===== config.mk =====
export PLATFORM = sky130hd
export DESIGN_NAME = memory_32x32
export DESIGN_NICKNAME = d
export VERILOG_FILES = /design/src/rtl/memory_pkg.sv /design/src/rtl/memory_byte_merge.sv /design/src/rtl/memory_32x32.sv
export SDC_FILE = /design/constraint.sdc
export NUM_CORES = 1
export LEC_CHECK = 0
export ABC_CLOCK_PERIOD_IN_PS = 1700
export BUFFER_PORTS_ARGS = -buffer_cell sky130_fd_sc_hd__buf_4
export CAP_MARGIN = 20
export CORE_ASPECT_RATIO = 1.75
export CORE_MARGIN = 4
export CORE_UTILIZATION = 30
export CTS_CLUSTER_DIAMETER = 80
export DETAILED_ROUTE_END_ITERATION = 10
export PLACE_DENSITY = 0.44
export SETUP_SLACK_MARGIN = 0.2
export SLEW_MARGIN = 20
export SYNTH_ARGS = -nofsm -noshare
export SYNTH_HDL_FRONTEND = slang
export SYNTH_SLANG_ARGS = --single-unit

===== constraint.sdc =====
create_clock -name clk -period 1.7 [get_ports clk]
set_clock_uncertainty 0.15 [all_clocks]
set_input_delay 0.085 -clock clk [delete_from_list [all_inputs] [get_ports clk]]
set_output_delay 0.085 -clock clk [all_outputs]
set_load 0.005 [all_outputs]

===== src/rtl/memory_pkg.sv =====
// Shared sizing constants and types for the 32x32 scratch RAM.
// Optional byte-lane writes are enabled by the MEMORY_BYTE_WRITE_EN macro.
package memory_pkg;

  localparam int MEM_DATA_WIDTH = 32;
  localparam int MEM_ADDR_WIDTH = 5;
  localparam int DEPTH          = 2 ** MEM_ADDR_WIDTH;
  localparam int BYTES          = MEM_DATA_WIDTH / 8;

  typedef logic [MEM_DATA_WIDTH-1:0] word_t;

endpackage


===== src/rtl/memory_byte_merge.sv =====
// Combinational byte-lane merge: lanes with be set take din, others keep the old word.
// Instantiated by memory_32x32 only when MEMORY_BYTE_WRITE_EN is defined.
module memory_byte_merge #(
  parameter int DATA_WIDTH = 32
) (
  input  logic [DATA_WIDTH-1:0]   old_word,
  input  logic [DATA_WIDTH-1:0]   din,
  input  logic [DATA_WIDTH/8-1:0] be,
  output logic [DATA_WIDTH-1:0]   new_word
);

  for (genvar gi = 0; gi < DATA_WIDTH / 8; gi++) begin : g_lane
    assign new_word[8*gi +: 8] = be[gi] ? din[8*gi +: 8] : old_word[8*gi +: 8];
  end

endmodule


===== src/rtl/memory_32x32.sv =====
// Single-port 32x32 register-file RAM with registered read and async clear.
// Define MEMORY_BYTE_WRITE_EN to add the per-byte write enable port be.
module memory_32x32
  import memory_pkg::*;
#(
  parameter int DATA_WIDTH = MEM_DATA_WIDTH,
  parameter int ADDR_WIDTH = MEM_ADDR_WIDTH
) (
  input  logic                    clk,
  input  logic                    reset_n,
  input  logic                    cen,
  input  logic                    wen,
  input  logic [ADDR_WIDTH-1:0]   addr,
  input  logic [DATA_WIDTH-1:0]   din,
`ifdef MEMORY_BYTE_WRITE_EN
  input  logic [DATA_WIDTH/8-1:0] be,
`endif
  output logic [DATA_WIDTH-1:0]   dout
);

  localparam int WORDS = 2 ** ADDR_WIDTH;

  logic [DATA_WIDTH-1:0] mem_q [WORDS];
  logic [DATA_WIDTH-1:0] mem_d [WORDS];
  logic [DATA_WIDTH-1:0] dout_q;
  logic [DATA_WIDTH-1:0] dout_d;
  logic [DATA_WIDTH-1:0] wr_word;

`ifdef MEMORY_BYTE_WRITE_EN
  memory_byte_merge #(
    .DATA_WIDTH(DATA_WIDTH)
  ) u_byte_merge (
    .old_word(mem_q[addr]),
    .din     (din),
    .be      (be),
    .new_word(wr_word)
  );
`else
  assign wr_word = din;
`endif

  always_comb begin
    mem_d  = mem_q;
    dout_d = '0;
    if (cen && wen) begin
      mem_d[addr] = wr_word;
    end else if (cen) begin
      dout_d = mem_q[addr];
    end
  end

  // Register storage (not inferred RAM) so the whole array clears on reset.
  always_ff @(posedge clk or negedge reset_n) begin
    if (!reset_n) begin
      for (int i = 0; i < WORDS; i++) begin
        mem_q[i] <= '0;
      end
      dout_q <= '0;
    end else begin
      mem_q  <= mem_d;
      dout_q <= dout_d;
    end
  end

  assign dout = dout_q;

endmodule


==> impl_metrics.yaml <==
run_status:
  status: "finished, violations left"
  violations: "hold timing"
global_routing:
  grt_pass1_vias: 31800
  grt_max_degree: 81
  grt_pass1_wl_um: 232000
  grt_usage_pct: 19.3
  grt_remaining_overflow: 0
  antenna_found_initial: 8
sta:
  post-route-period-util_pct: 95.2
  slew_violations: 0
  final-setup-viol-count: 0
  hold_viol_final: 156
  rsz0062_at_grt: "true"
  tns_ns: 0
  max_slew_margin_pct: 66.8
  setup_ws_ns: 0.0811
  worst_pin_slew_ns: 0.498
  hold-worst-slack_ns: -0.0813
  fmax_ghz: 0.618
  min_period_ns: 1.62
floorplan:
  dieWidth_um: 309
  start_util_pct: 30.2
  io_pins: 73
  row_count: 192
  die_h_um: 534
  dieArea_mm2: 0.165
  core_area_mm2: 0.157
setup_path:
  max_stage_delay_ns: 0.38
  setup.worst_path.end_class: "flip-flop"
  reg2reg_slack_ns: 0.08
  crit_path_max_fanout: 2
  crit_required_ns: 2.13
  slowest_stage: "dfrtp_1"
  r2r-end: "dout[13]"
  reg2reg_depth: 5
  worst_setup_path_start_kind: "flip-flop"
  arrival_ns: 2.05
  cp_top_family: "flip-flops"
  cp-startpoint: "mem_q[365]"
  crit_buf_inv: 1
  r2r_start: "mem_q[365]"
  crit_chain: "mux2i_1 -> o22ai_2 -> nor4_4 -> buf_4 -> a31oi_2"
  crit_type: "flip-flop to flip-flop"
layout:
  final_cell_mix: "dfrtp_1, mux2_2, mux2i_1"
  drive_gt1_share_pct: 45.7
  layout_commonest_cell: "dfrtp_1"
  layout.nets: 3649
  area_delta_synth_final_pct: 23.1
drt:
  routed_via_density: 5.09
  via_count: 29200
  drc: 0
  drt.antenna.violating_nets: 0
  wl_per_cell_um: 27.7
  wirelength_um: 159000
  dr.pass1.iters: 4
  drt_iter0_drc: 1389
power_and_ir_drop:
  irDropWorstVdd_v: 0.000780
  internal_power_mw: 46.9
  power_frac_comb_pct: 12.6
  power.share.clock_pct: 39.4
  switching_share_pct: 25.1
  seqPwrFrac_pct: 48.0
  p_leak_nw: 27.3
  power_density_mw_per_mm2: 1070
  power_switching_mw: 15.7
cts:
  clk_path_buf_depth: 3
  numCtsBuffers: 104
  clk_latency_ns: 0.71
  cts_tree: "yes"
  htree_levels: 3
  cts-root-buf: "clkbuf_16"
  cts_sinks: 1056
  clkTransAtPathRegs_ns: 0.07
yosys:
  syn-num-nets: 3406
  yosysUniqueCellTypes: 32
  yosysSeqAreaShare_pct: 55.7
  ys_ff_latch: 1056
  postSynthAreaPerCell_um2: 14.1
  syn_area_mm2: 0.0474
  syn_inst: 3365
  ys_warn_count: 0
job:
  maxCapViolations: 0
placed_design:
  place_ws_ns: -0.850
  hpwl_um: 103000
  place_congestion: 0.740
  portBuffers: 72
worst_hold_path:
  min_path_type: "input port to async pin"
## worst max-delay path by stage
stage	to	slack, ns	depth (start not counted)
finish	dout[13]	0.08	5
global placement	dout[13]	-0.85	10
global route	dout[13]	0.001	5
floorplan	mem_q[513]	-0.0001	6
detailed placement	dout[13]	-0.85	10
CTS	dout[2]	0.06	1
## power groups by stage
stage | Sequential (mW) | Clock, mW | Combinational [mW]
2_1_floorplan | 30.0 | 0 | 5.16
3_3_place_gp | 30.4 | 0 | 7.62
3_5_place_dp | 30.5 | 0 | 7.76
4_1_cts | 30.1 | 25.5 | 7.99
5_1_grt | 30.4 | 26.4 | 8.63
6_report | 30.1 | 24.7 | 7.89
## layer usage
layer	part of all wire [%]	global-route usage [%]
met5	0	0
met4	1.9	4.33
met3	2.1	1.85
met2	53	35.4
met1	43	24.3
## layout make-up
type	instances	area [um^2]
Antenna cell	1	2.50
Clock inverter	43	528
Tap cell	2037	2550
Fill cell	14900	98500
Multi-Input combinational cell	1989	20400
Timing Repair Buffer	457	5360
Clock buffer	150	3110
Sequential cell	1056	26400
## cells in the mapped netlist
| cell | instances | share of area (%) |
|---|---|---|
| nor3_1 | 2 | 0.021 |
| buf_2 | 137 | 1.4 |
| or4_1 | 1 | 0.016 |
| mux2_1 | 56 | 1.3 |
| nand3_1 | 4 | 0.042 |
| nor3b_2 | 1 | 0.026 |
| nand4bb_1 | 6 | 0.14 |
| nand2_1 | 12 | 0.095 |
| nor2_1 | 75 | 0.59 |
| buf_4 | 20 | 0.32 |
| mux2i_1 | 512 | 11 |
| a31oi_1 | 32 | 0.42 |
| nand3_2 | 1 | 0.021 |
| dfrtp_1 | 1056 | 56 |
| or3_4 | 1 | 0.024 |
| nand2b_1 | 3 | 0.040 |
| nand4_1 | 1 | 0.013 |
| nor2_2 | 2 | 0.026 |
| nor3_2 | 6 | 0.13 |
| mux2_2 | 968 | 23 |
| nor2_4 | 4 | 0.095 |
| nand4b_1 | 5 | 0.092 |
| or2_1 | 1 | 0.013 |
| nor4_4 | 1 | 0.045 |
| nand3b_1 | 2 | 0.032 |
| nand4_2 | 1 | 0.026 |
| clkbuf_2 | 2 | 0.021 |
| clkbuf_1 | 143 | 1.1 |
| or4b_1 | 4 | 0.084 |
| o22ai_1 | 256 | 3.4 |
| buf_6 | 18 | 0.43 |
| nor4_1 | 32 | 0.42 |
## worst min-delay path, delay by kind of cell
family / cells / cell delay, ns
buffers and inverters: 3 / 1.05
## flip-flops by register name, summed over array words and instances (netlist names)
signal  cells
mem_q    1024
dout       32
## metrics by stage
step                power, mW  area (um^2)  hold slack (ns)  utilization (%)  instances
global placement         38.0        53700           0.0281             34.2       5495
floorplan                35.1        47900           -0.361                -       3365
finish                   62.6        58400          -0.0813             37.2       5733
global route             65.5        58400          -0.0725             37.2       5733
CTS                      63.6        58200          -0.0901             37.1       5732
detailed placement       38.3        53700           0.0335             34.2       5495
## logic make-up (layout without fill, tap and decap cells)
kind of cell,count (synthesis),in the layout,synth area share (%)
flip-flops,1056,1056,55.7
AO/OA/AOI/OAI,288,288,3.80
other,0,1,0
AND/OR/NAND/NOR,165,165,2.00
multiplexers,1536,1536,35.1
buffers and inverters,320,650,3.34
## repair_timing
action,4_1_cts,5_1_grt
pin swaps,24,30
buffers inserted,1,1
hold buffers,43,2
gates resized for setup,88,30
endpoints found under the hold margin,2085,138
endpoints found under the setup margin,56,92
Note: power is estimated with default switching activity, not from simulation.
